### config.mk
export PLATFORM = sky130hd
export DESIGN_NAME = demux_stream_1x4
export DESIGN_NICKNAME = d
export VERILOG_FILES = /design/src/rtl/demux_pkg.sv /design/src/rtl/demux_slot.sv /design/src/rtl/demux_stream_1x4.sv
export SDC_FILE = /design/constraint.sdc
export NUM_CORES = 1
export LEC_CHECK = 0
export CORE_MARGIN = 8
export CORE_UTILIZATION = 32
export DETAILED_ROUTE_END_ITERATION = 10
export HOLD_SLACK_MARGIN = 0.15
export PLACE_DENSITY = 0.69
export SLEW_MARGIN = 10
export SYNTH_ARGS = -nofsm -noshare
export SYNTH_HDL_FRONTEND = slang
export SYNTH_HIERARCHICAL = 1
export SYNTH_SLANG_ARGS = --single-unit
export TNS_END_PERCENT = 1
### constraint.sdc
create_clock -name clk -period 1.41 [get_ports clk]
set_clock_uncertainty 0.05 [all_clocks]
set_input_delay 0.2115 -clock clk [delete_from_list [all_inputs] [get_ports clk]]
set_output_delay 0.2115 -clock clk [all_outputs]
set_load 0.005 [all_outputs]
### src/rtl/demux_pkg.sv
// Shared definitions for the 1-to-4 stream demultiplexer: channel count, select type,
// channel constants and the per-slot state encoding.
package demux_pkg;

  localparam int unsigned NUM_CH = 4;
  localparam int unsigned SEL_W  = 2;

  typedef logic [SEL_W-1:0] sel_t;

  localparam sel_t CH0 = 2'd0;
  localparam sel_t CH1 = 2'd1;
  localparam sel_t CH2 = 2'd2;
  localparam sel_t CH3 = 2'd3;

  typedef enum logic [0:0] {
    StEmpty,
    StFull
  } slot_state_e;

  function automatic logic [NUM_CH-1:0] sel_decode(input sel_t sel);
    logic [NUM_CH-1:0] oh;
    oh      = '0;
    oh[sel] = 1'b1;
    return oh;
  endfunction

endpackage

### src/rtl/demux_slot.sv
// One-entry output register slice for a single demux channel, with a delivered-word
// counter that wraps and can be synchronously cleared.
module demux_slot
  import demux_pkg::*;
#(
  parameter int unsigned Width = 2,
  parameter int unsigned CntW  = 8
) (
  input  logic             clk_i,
  input  logic             rst_ni,
  input  logic             load_i,
  input  logic [Width-1:0] data_i,
  input  logic             ready_i,
  input  logic             cnt_clr_i,
  output logic             valid_o,
  output logic [Width-1:0] data_o,
  output logic [CntW-1:0]  cnt_o
);

  slot_state_e      state_q, state_d;
  logic [Width-1:0] data_q, data_d;
  logic [CntW-1:0]  cnt_q, cnt_d;
  logic             deliver;

  always_ff @(posedge clk_i or negedge rst_ni) begin
    if (!rst_ni) begin
      state_q <= StEmpty;
      data_q  <= '0;
      cnt_q   <= '0;
    end else begin
      state_q <= state_d;
      data_q  <= data_d;
      cnt_q   <= cnt_d;
    end
  end

  // A load while full only arrives when the slot is also delivering (reload).
  always_comb begin
    state_d = state_q;
    unique case (state_q)
      StEmpty: if (load_i) state_d = StFull;
      StFull:  if (!load_i && ready_i) state_d = StEmpty;
      default: state_d = StEmpty;
    endcase
  end

  always_comb begin
    valid_o = (state_q == StFull);
    deliver = valid_o & ready_i;
    data_o  = data_q;
    cnt_o   = cnt_q;
  end

  always_comb begin
    data_d = load_i ? data_i : data_q;
    if (cnt_clr_i) begin
      cnt_d = '0;
    end else if (deliver) begin
      cnt_d = cnt_q + 1'b1;
    end else begin
      cnt_d = cnt_q;
    end
  end

endmodule

### src/rtl/demux_stream_1x4.sv
// 1-to-4 stream demultiplexer: steers each accepted word into the slot chosen by in_sel.
// Only the select decode and the in_ready mux live here; buffering is in demux_slot.
module demux_stream_1x4
  import demux_pkg::*;
#(
  parameter int unsigned WIDTH = 2,
  parameter int unsigned CNT_W = 8
) (
  input  logic                    clk,
  input  logic                    rst_n,
  input  logic                    in_valid,
  output logic                    in_ready,
  input  logic [SEL_W-1:0]        in_sel,
  input  logic [WIDTH-1:0]        in_data,
  output logic [NUM_CH-1:0]       out_valid,
  input  logic [NUM_CH-1:0]       out_ready,
  output logic [NUM_CH*WIDTH-1:0] out_data,
  input  logic                    cnt_clr,
  output logic [NUM_CH*CNT_W-1:0] xfer_cnt
);

  logic              accept;
  logic [NUM_CH-1:0] load;

  // in_ready deliberately has no dependency on in_valid.
  always_comb begin
    in_ready = ~out_valid[in_sel] | out_ready[in_sel];
    accept   = in_valid & in_ready;
    load     = accept ? sel_decode(in_sel) : '0;
  end

  for (genvar k = 0; k < NUM_CH; k++) begin : g_slot
    demux_slot #(
      .Width(WIDTH),
      .CntW (CNT_W)
    ) u_slot (
      .clk_i    (clk),
      .rst_ni   (rst_n),
      .load_i   (load[k]),
      .data_i   (in_data),
      .ready_i  (out_ready[k]),
      .cnt_clr_i(cnt_clr),
      .valid_o  (out_valid[k]),
      .data_o   (out_data[k*WIDTH +: WIDTH]),
      .cnt_o    (xfer_cnt[k*CNT_W +: CNT_W])
    );
  end

endmodule

; ---- Yosys cells after proc, flatten, opt, wreduce, memory -nomap -nowiden
; Cells that the tools add are included.
[word_totals]
register_bits = 44
word_cells = 69
[op_classes]
add_sub_neg = 4
magnitude_cmp = 2
muxes = 27
bitwise_logic = 11
n_reduce_logical = 13
[ops]
columns = operator, n
row1 = 2-to-1 mux 8 bit, 8
row2 = "adder 8 x 1 -> 8 bit, second input constant", 4
row3 = 2-to-1 mux 1 bit, 11
row4 = one-hot mux 1 bit (2 select lines), 4
row5 = nonzero test 2 bit, 4
row6 = bitwise AND 1 bit, 5
row7 = logical AND 1 bit, 5
row8 = inverter 1 bit, 5
row9 = binary-select mux 1 bit (select 2 bit), 2
row10 = zero test 1 bit, 4
row11 = 2-to-1 mux 4 bit, 1
row12 = "< comparator 2 x 3 -> 1 bit, second input constant", 1
row13 = demux 1 bit (select 2 bit), 1
row14 = "greater-or-equal comparator 2 x 1 -> 1 bit, second input constant", 1
row15 = bitwise OR 1 bit, 1

; ---- Depth between registers and ports, before layout
; Gate-level depths: netlist of run 1.
[depth]
depth_word = 10
mapped_depth = 4
mapped_depth_nobuf = 4

; ---- Cells and area by module
; Netlist of run 1, hierarchy kept.
[modules_own_cells]
columns = module, n_inst, cells_each, area_per_inst_um2, seq_area_each_um2
row1 = demux_slot, 4, 48, 519.2, 275.3
row2 = demux_stream_1x4, 1, 9, 101.3, 0.0

; ---- Least setup slack after synthesis of run 1
; No wires, ideal clock.
[synth_timing]
kind = reg-to-reg
startpoint = register g_slot[0].u_slot.state_q
endpoint = register g_slot[0].u_slot.data_q[0]
arrival_time_ps = 1289
setup_slack_ps = -54
stages_incl_launch_ff = 4
path_buffers = 0
path_cell_list = dfrtp_1 -> nand2b_1 -> nor4bb_1 -> mux2_2
[synth_between]
elab_chain_cells = 6
[synth_rtl]
columns = element, line
row1 = "start, declared", demux_slot.sv:20  ; slot_state_e state_q, state_d;
row2 = "start signal, assigned", demux_slot.sv:27  ; state_q <= StEmpty;
row3 = "start signal, assigned", demux_slot.sv:31  ; state_q <= state_d;
row4 = binary-select mux 1 bit (select 2 bit), demux_stream_1x4.sv:27  ; in_ready = ~out_valid[in_sel] | out_ready[in_sel];
row5 = 2-to-1 mux 1 bit (implied by the code), demux_stream_1x4.sv:27
row6 = inverter 1 bit, demux_stream_1x4.sv:27
row7 = bitwise OR 1 bit, demux_stream_1x4.sv:27
row8 = bitwise AND 1 bit, demux_stream_1x4.sv:28  ; accept = in_valid & in_ready;
row9 = 2-to-1 mux 4 bit, demux_stream_1x4.sv:29  ; load = accept ? sel_decode(in_sel) : '0;
row10 = via load[0], demux_stream_1x4.sv:23  ; logic [NUM_CH-1:0] load;
row11 = "end signal, assigned", demux_slot.sv:32  ; data_q <= data_d;
row12 = "end, declared", demux_slot.sv:21  ; logic [Width-1:0] data_q, data_d;
; The timed path passes the listed nets, and every way through them passes these cells. The select of a mux whose other input is x is not followed.
; A chain may end at the register's enable or synchronous reset.

; ---- Worst setup path after layout of run 1
[layout_timing]
startpoint = register g_slot[2].u_slot.state_q
endpoint = output port in_ready
[layout_between]
elab_chain_cells = 4
[layout_rtl]
columns = element, line
row1 = "start, declared", demux_slot.sv:20
row2 = "start signal, assigned", demux_slot.sv:27
row3 = "start signal, assigned", demux_slot.sv:31
row4 = binary-select mux 1 bit (select 2 bit), demux_stream_1x4.sv:27
row5 = 2-to-1 mux 1 bit (implied by the code), demux_stream_1x4.sv:27
row6 = inverter 1 bit, demux_stream_1x4.sv:27
row7 = bitwise OR 1 bit, demux_stream_1x4.sv:27
row8 = "end, declared", demux_stream_1x4.sv:12  ; output logic in_ready,
; No other way between the ends. The select of a mux whose other input is x is not followed.

==> results.cfg, run 1 <==
[sta]
finalHoldViolCount = 0
setup_viol = 3
worst_slew_pin_slew_ps = 433
worst_slack_ps = -225
slew_headroom = 0.711
slew_viol_final = 0
rsz0062_at_grt = yes
post-route-min-period_ps = 1640
max_freq_mhz = 611
fin_crit_sh = 1.16

[logic_synthesis]
synthCells = 201
synth_compound_gate_area_share = 0.124
synth_edf_count = 0
synthArstFlopShare = 1.00
syn_nets = 217
synth.most_common_cell = dfrtp_1
ys_types = 27
ys_seq_area_frac = 0.505
yosysWarnings = 6
synth_area_leaders = dfrtp_1, mux2_2, a21oi_1
synth_adder_area_share = 0.0230
syn_area_sq_um = 2180
synth-seq-cells = 44
yosys.area.top_type = dfrtp_1
synth_top_flop_cell = dfrtp_1
yosys.area_share.simple = 0.222
synth_top_family_by_area = simple AND/OR/NAND/NOR gates
synth_commonest_cells = dfrtp_1, a21oi_1
synth-xor-area-share = 0.0322
synthMuxAreaShare = 0.0724
syn_area_per_cell_sq_um = 10.8
yosys.area.top_type_share = 0.505

[cells_and_area]
finalNetCount = 316
nFillCells = 653
syn2layout_area_growth_pct = 51.6
num_antenna_cells = 0
instances_no_fill = 380
drive_above_1_share = 0.333
fin_area_sq_um = 3300

[floorplan]
fp.dieH_um = 98.5
dieWidth_um = 98.5
rows = 30
fp.coreArea_sq_um = 6680
die_area_sq_um = 9700
initial_core_util = 0.326
io_pins = 57

[run_status]
outcome = finished, violations left
violations = setup timing

[drt]
wl_met1_um = 2540
dr.pass1.iters = 4
via_per_inst = 5.07
top_layer_used = met4
met3RoutedLength_um = 327
drtIter0Drc = 59
wl_per_cell_um = 14.8
drt-total-wl_um = 5610
drc = 0
ant_nets = 0
routed-wl-met2_um = 2710
via_count = 1928

[power]
finalPower_uw = 2940
ir_worst_vdd_mv = 0.402
powerDensity_nw_per_um2 = 891
power_leakage_uw = 0.00159

[setup_path]
required_ps = 1150
endpoint_kind = output pin
startpoint_type = flip-flop
worstSetupPathType = flip-flop to output pin
path_max_fanout = 2
rr_worst_depth = 5
critPathArrivalTime_ps = 1370

[clocking]
htree_levels = 2
clockRootBuffer = clkbuf_8
cts.sinks = 44
cts_tree = done
cts_buffer_depth = 2
numCtsBuffers = 5
clkTransAtPathRegs_ps = 90
worstSkewPairLatency_ps = 290

[global_route]
grt_max_degree = 17
track_usage = 0.119
antenna_found_initial = 0
grt_pass1_vias = 1959
grt-ovfl-total = 0
grt_pass1_wl_um = 9500

[place]
pre_cts_ws_ps = -655
place.gp.congestion = 0.791
port_buffers = 56
place_area_sq_um = 3120
post-dp-hpwl_um = 4280
dp_cells = 371

[worst_hold_path]
worstHoldPathType = primary input to async pin

[job]
maxCapViolations = 0
==> state kept, by name (all words and copies together), names as in the netlist <==
register,flops
g_slot.u_slot/cnt_o,32
g_slot.u_slot/data_o,8
g_slot.u_slot/valid_o,4
==> worst max-delay path, stage by stage (launching register included) <==
cell      delay, ps
dfrtp_1         420
nand2b_4         60
mux4_2          450
buf_2           150
==> final timing paths <==
check                                           start                    endpoint  slack (ps)
hold / removal                                  rst_n   g_slot[0].u_slot/cnt_o[0]         340
min in group clk                         out_ready[3]   g_slot[3].u_slot/cnt_o[1]         340
setup / recovery             g_slot[2].u_slot/valid_o                    in_ready        -230
hold reg to reg            g_slot[1].u_slot/data_o[1]  g_slot[1].u_slot/data_o[1]         460
setup reg to reg             g_slot[1].u_slot/valid_o   g_slot[1].u_slot/cnt_o[5]         -50
max in group asynchronous                       rst_n   g_slot[2].u_slot/cnt_o[3]         530
==> routing by layer <==
metal | track usage | vias up
met5 | 0 | -
met4 | 0.0295 | 0
met3 | 0.0458 | 2
met2 | 0.193 | 41
met1 | 0.145 | 936
li1 | - | 949
==> through the flow <==
| stage | util | hold WS (ps) | setup TNS [ps] |
|---|---|---|---|
| floorplan | - | -134 | 0 |
| global placement | 0.467 | 122 | -7270 |
| detailed placement | 0.467 | 121 | -7780 |
| CTS | 0.484 | 346 | -513 |
| global route | 0.494 | 344 | -797 |
| finish | 0.494 | 341 | -326 |
==> logic make-up (layout without fill, tap and decap cells) <==
logic type      after synthesis  count (layout)
fa+ha+maj                     4               4
flops                        44              44
compound gates               44              44
simple gates                 80              80
mux                          13              13
xor+xnor                      8               8
buf+inv                       8             107
==> cells in the final DEF, fill, tap and decap left out, types with 3 or more instances in the layout <==
master	synthesis	final
dfrtp_1	44	41
dlygate4sd2_1	0	41
buf_4	4	32
a21oi_1	20	15
nand2_1	12	12
mux2_2	12	12
nor2_1	12	12
nand3_1	12	11
a21oi_2	4	8
nand4_1	8	8
o31ai_1	8	8
o21ai_0	8	8
or3_1	8	8
clkbuf_8	0	5
nand3_2	4	5
buf_6	0	5
nand2b_4	2	4
inv_1	4	4
a21o_2	4	4
or4_4	0	4
xor2_1	4	4
or4_1	8	4
nor2b_1	4	4
xnor2_1	4	4
clkdlybuf4s50_1	0	4
clkdlybuf4s15_1	0	4
and3_2	4	3
ha_2	0	3
dfrtp_2	0	3
dlymetal6s2s_1	0	3
==> layout make-up <==
cell class	instances	area [sq um]	share of cell area
multi-input cells	149	1110	0.336
flip-flops and latches	44	1100	0.334
repair buffers	96	843	0.255
well taps	80	100	0.0303
clock buffers	5	68.8	0.0208
clock inverters	2	60.1	0.0182
inverters	4	15.0	0.00455
==> what timing repair did <==
item	4_1_cts	5_1_grt
hold endpoints to repair	44	0
setup endpoints to repair	52	20
hold buffers	1	0
pin swaps	3	9
buffers inserted	0	1
cloned	0	0
gates resized for setup	62	25
==> where the power goes <==
group	switching (uW)	internal, uW	total, uW
registers	45.3	1330	1370
logic	193	247	440
clock network	434	698	1130
total	672	2270	2940
Note: power is estimated with default switching activity, not from simulation.
==> run 2, diff against run 1 <==
GPL_TIMING_DRIVEN = 0   (was not set)
==> run 2 against run 1 <==
Compared with the run above:
- routed wire length increased by 2.5%
- critical endpoint unchanged
- worst setup slack improved by 32 ps
- final area decreased by 5.5%
- the run still ends with setup timing left
- critical path depth stayed put
- power decreased by 6.9%
- flip-flop and latch count did not move
- critical path type unchanged
- via count shrank 0.88%
- utilization decreased by 2.7 points
- first-iteration DRC count decreased by 27%
==> results.cfg, run 2 (synthesized netlist as in run 1, its figures left out) <==
[global_route]
grt-ovfl-total = 0
grt_pass1_vias = 1908
grt_pass1_wl_um = 9490
antenna_found_initial = 0
track_usage = 0.120
grt_max_degree = 27

[drt]
drtIter0Drc = 43
drc = 0
wl_per_cell_um = 16.2
via_per_inst = 5.37
ant_nets = 0
drt-total-wl_um = 5760
dr.pass1.iters = 4
via_count = 1911

[power]
power_leakage_uw = 0.00143
powerDensity_nw_per_um2 = 878
ir_worst_vdd_mv = 0.606

[sta]
rsz0062_at_grt = yes
worst_slew_pin_slew_ps = 467
slew_viol_final = 0
slew_headroom = 0.689
setup_viol = 5
fin_tns_setup_ps = -342
worst_slack_ps = -194
finalHoldViolCount = 0
max_freq_mhz = 624
post-route-min-period_ps = 1600
fin_crit_sh = 1.14

[setup_path]
crit_buf_inv = 1
worstReg2RegEnd = g_slot[3].u_slot/cnt_o[5]
required_ps = 1150
worstSetupPathType = flip-flop to output pin
path_max_fanout = 2
cp_slowest_cell = mux4_2
slowest_delay_ps = 470
critPathArrivalTime_ps = 1340
crit_path_cell_trace = nand2b_4, mux4_2, buf_6
r2r-start = g_slot[3].u_slot/valid_o
endpoint_kind = output pin
path_delay_family = multiplexers
rr_worst_depth = 5
startpoint_type = flip-flop
reg2reg_setup_slack_ps = -70

[worst_hold_path]
worstHoldPathType = primary input to flip-flop
worstHoldEndpoint = g_slot[2].u_slot/cnt_o[4]
whs_path_depth = 3
hp-start = cnt_clr

[clocking]
htree_levels = 2
cts_buffer_depth = 2
cts_tree = done
cts.sinks = 44
numCtsBuffers = 5
clkTransAtPathRegs_ps = 90
worstSkewPairLatency_ps = 290
clockRootBuffer = clkbuf_8

[place]
place.gp.congestion = 0.770
pre_cts_ws_ps = -797
post-dp-hpwl_um = 4000
port_buffers = 55

[cells_and_area]
final_cell_mix = dlygate4sd2_1, dfrtp_1, a21oi_1
nFillCells = 668
drive_above_1_share = 0.308
mostFrequentLayoutCell = dlygate4sd2_1
syn2layout_area_growth_pct = 43.4
finalNetCount = 291
regArea_sq_um = 1120
largest_register_ff_count = 32
num_antenna_cells = 0
multiInputGateArea_sq_um = 1140

[floorplan]
io_pins = 57
die_area_sq_um = 9700
fp.dieH_um = 98.5
dieWidth_um = 98.5
rows = 30
fp.coreArea_sq_um = 6680
initial_core_util = 0.326

[job]
maxCapViolations = 0

[run_status]
violations = setup timing
outcome = finished, violations left
run 2: changes by cell type in the layout (fill, tap and decap cells not counted), moves of 3 or more:
cell	change
dlygate4sd2_1	+5
dfrtp_2	+12
dfrtp_1	-12
dlygate4sd3_1	+4
buf_4	-25
clkdlybuf4s15_1	-3
run 2: layer usage:
metal,wire length [um],track usage
met1,2550,0.143
met2,2700,0.187
met3,434,0.0613
met4,71,0.0295
met5,0,0
run 2: worst register-to-register path, stage by stage (launching register included):
cell	delay [ps]
dfrtp_2	390
buf_4	110
buf_6	120
a21oi_2	80
or4_1	520
a21oi_1	140
run 2: layout make-up:
cell class                      count  share of cell area
Clock inverter                      3              0.0136
Buffer                              4             0.00962
Sequential cell                    44               0.359
Inverter                            4             0.00481
Tap cell                           80              0.0321
Multi-Input combinational cell    149               0.365
Timing Repair Buffer               67               0.195
Clock buffer                        5              0.0220
run 2: worst max-delay path by stage:
stage | from | cells past startpoint | to | slack, ps
after detailed placement | out_ready[0] | 4 | in_ready | -800
after floorplan | g_slot[0].u_slot/cnt_o[0] | 4 | g_slot[0].u_slot/cnt_o[4] | 30
after CTS | g_slot[3].u_slot/valid_o | 3 | in_ready | -210
final | g_slot[3].u_slot/valid_o | 3 | in_ready | -190
after global routing | g_slot[2].u_slot/valid_o | 3 | in_ready | -240
after global placement | rst_n | 1 | g_slot[2].u_slot/cnt_o[2] | -1260
run 2: stage by stage:
stage | hold WS, ps | std cells | total power (uW) | area [sq um] | util
after floorplan | -134 | 201 | 1540 | 2180 | -
after global placement | 407 | 336 | 1790 | 2840 | 0.424
after detailed placement | 140 | 337 | 1800 | 2850 | 0.427
after CTS | 239 | 354 | 2770 | 3020 | 0.453
after global routing | 247 | 356 | 2880 | 3120 | 0.467
final | 250 | 356 | 2740 | 3120 | 0.467
run 2: timing repair:
| item | 4_1_cts | 5_1_grt |
|---|---|---|
| hold endpoints to repair | 46 | 0 |
| endpoints found under the setup margin | 64 | 21 |
| buffers inserted | 4 | 2 |
| resized for setup | 71 | 28 |
| hold buffers | 5 | 0 |
| pin swaps | 2 | 10 |
run 2: power breakdown:
group	switching, uW	internal [uW]
Combinational	183	212
Clock	442	525
Sequential	49.8	1330
Total	675	2070
==> run 3, diff against run 2 <==
CAP_MARGIN = 20   (was not set)
==> results of run 3 <==
No change in the layout: final DEF, timing and power equal those of run 2.
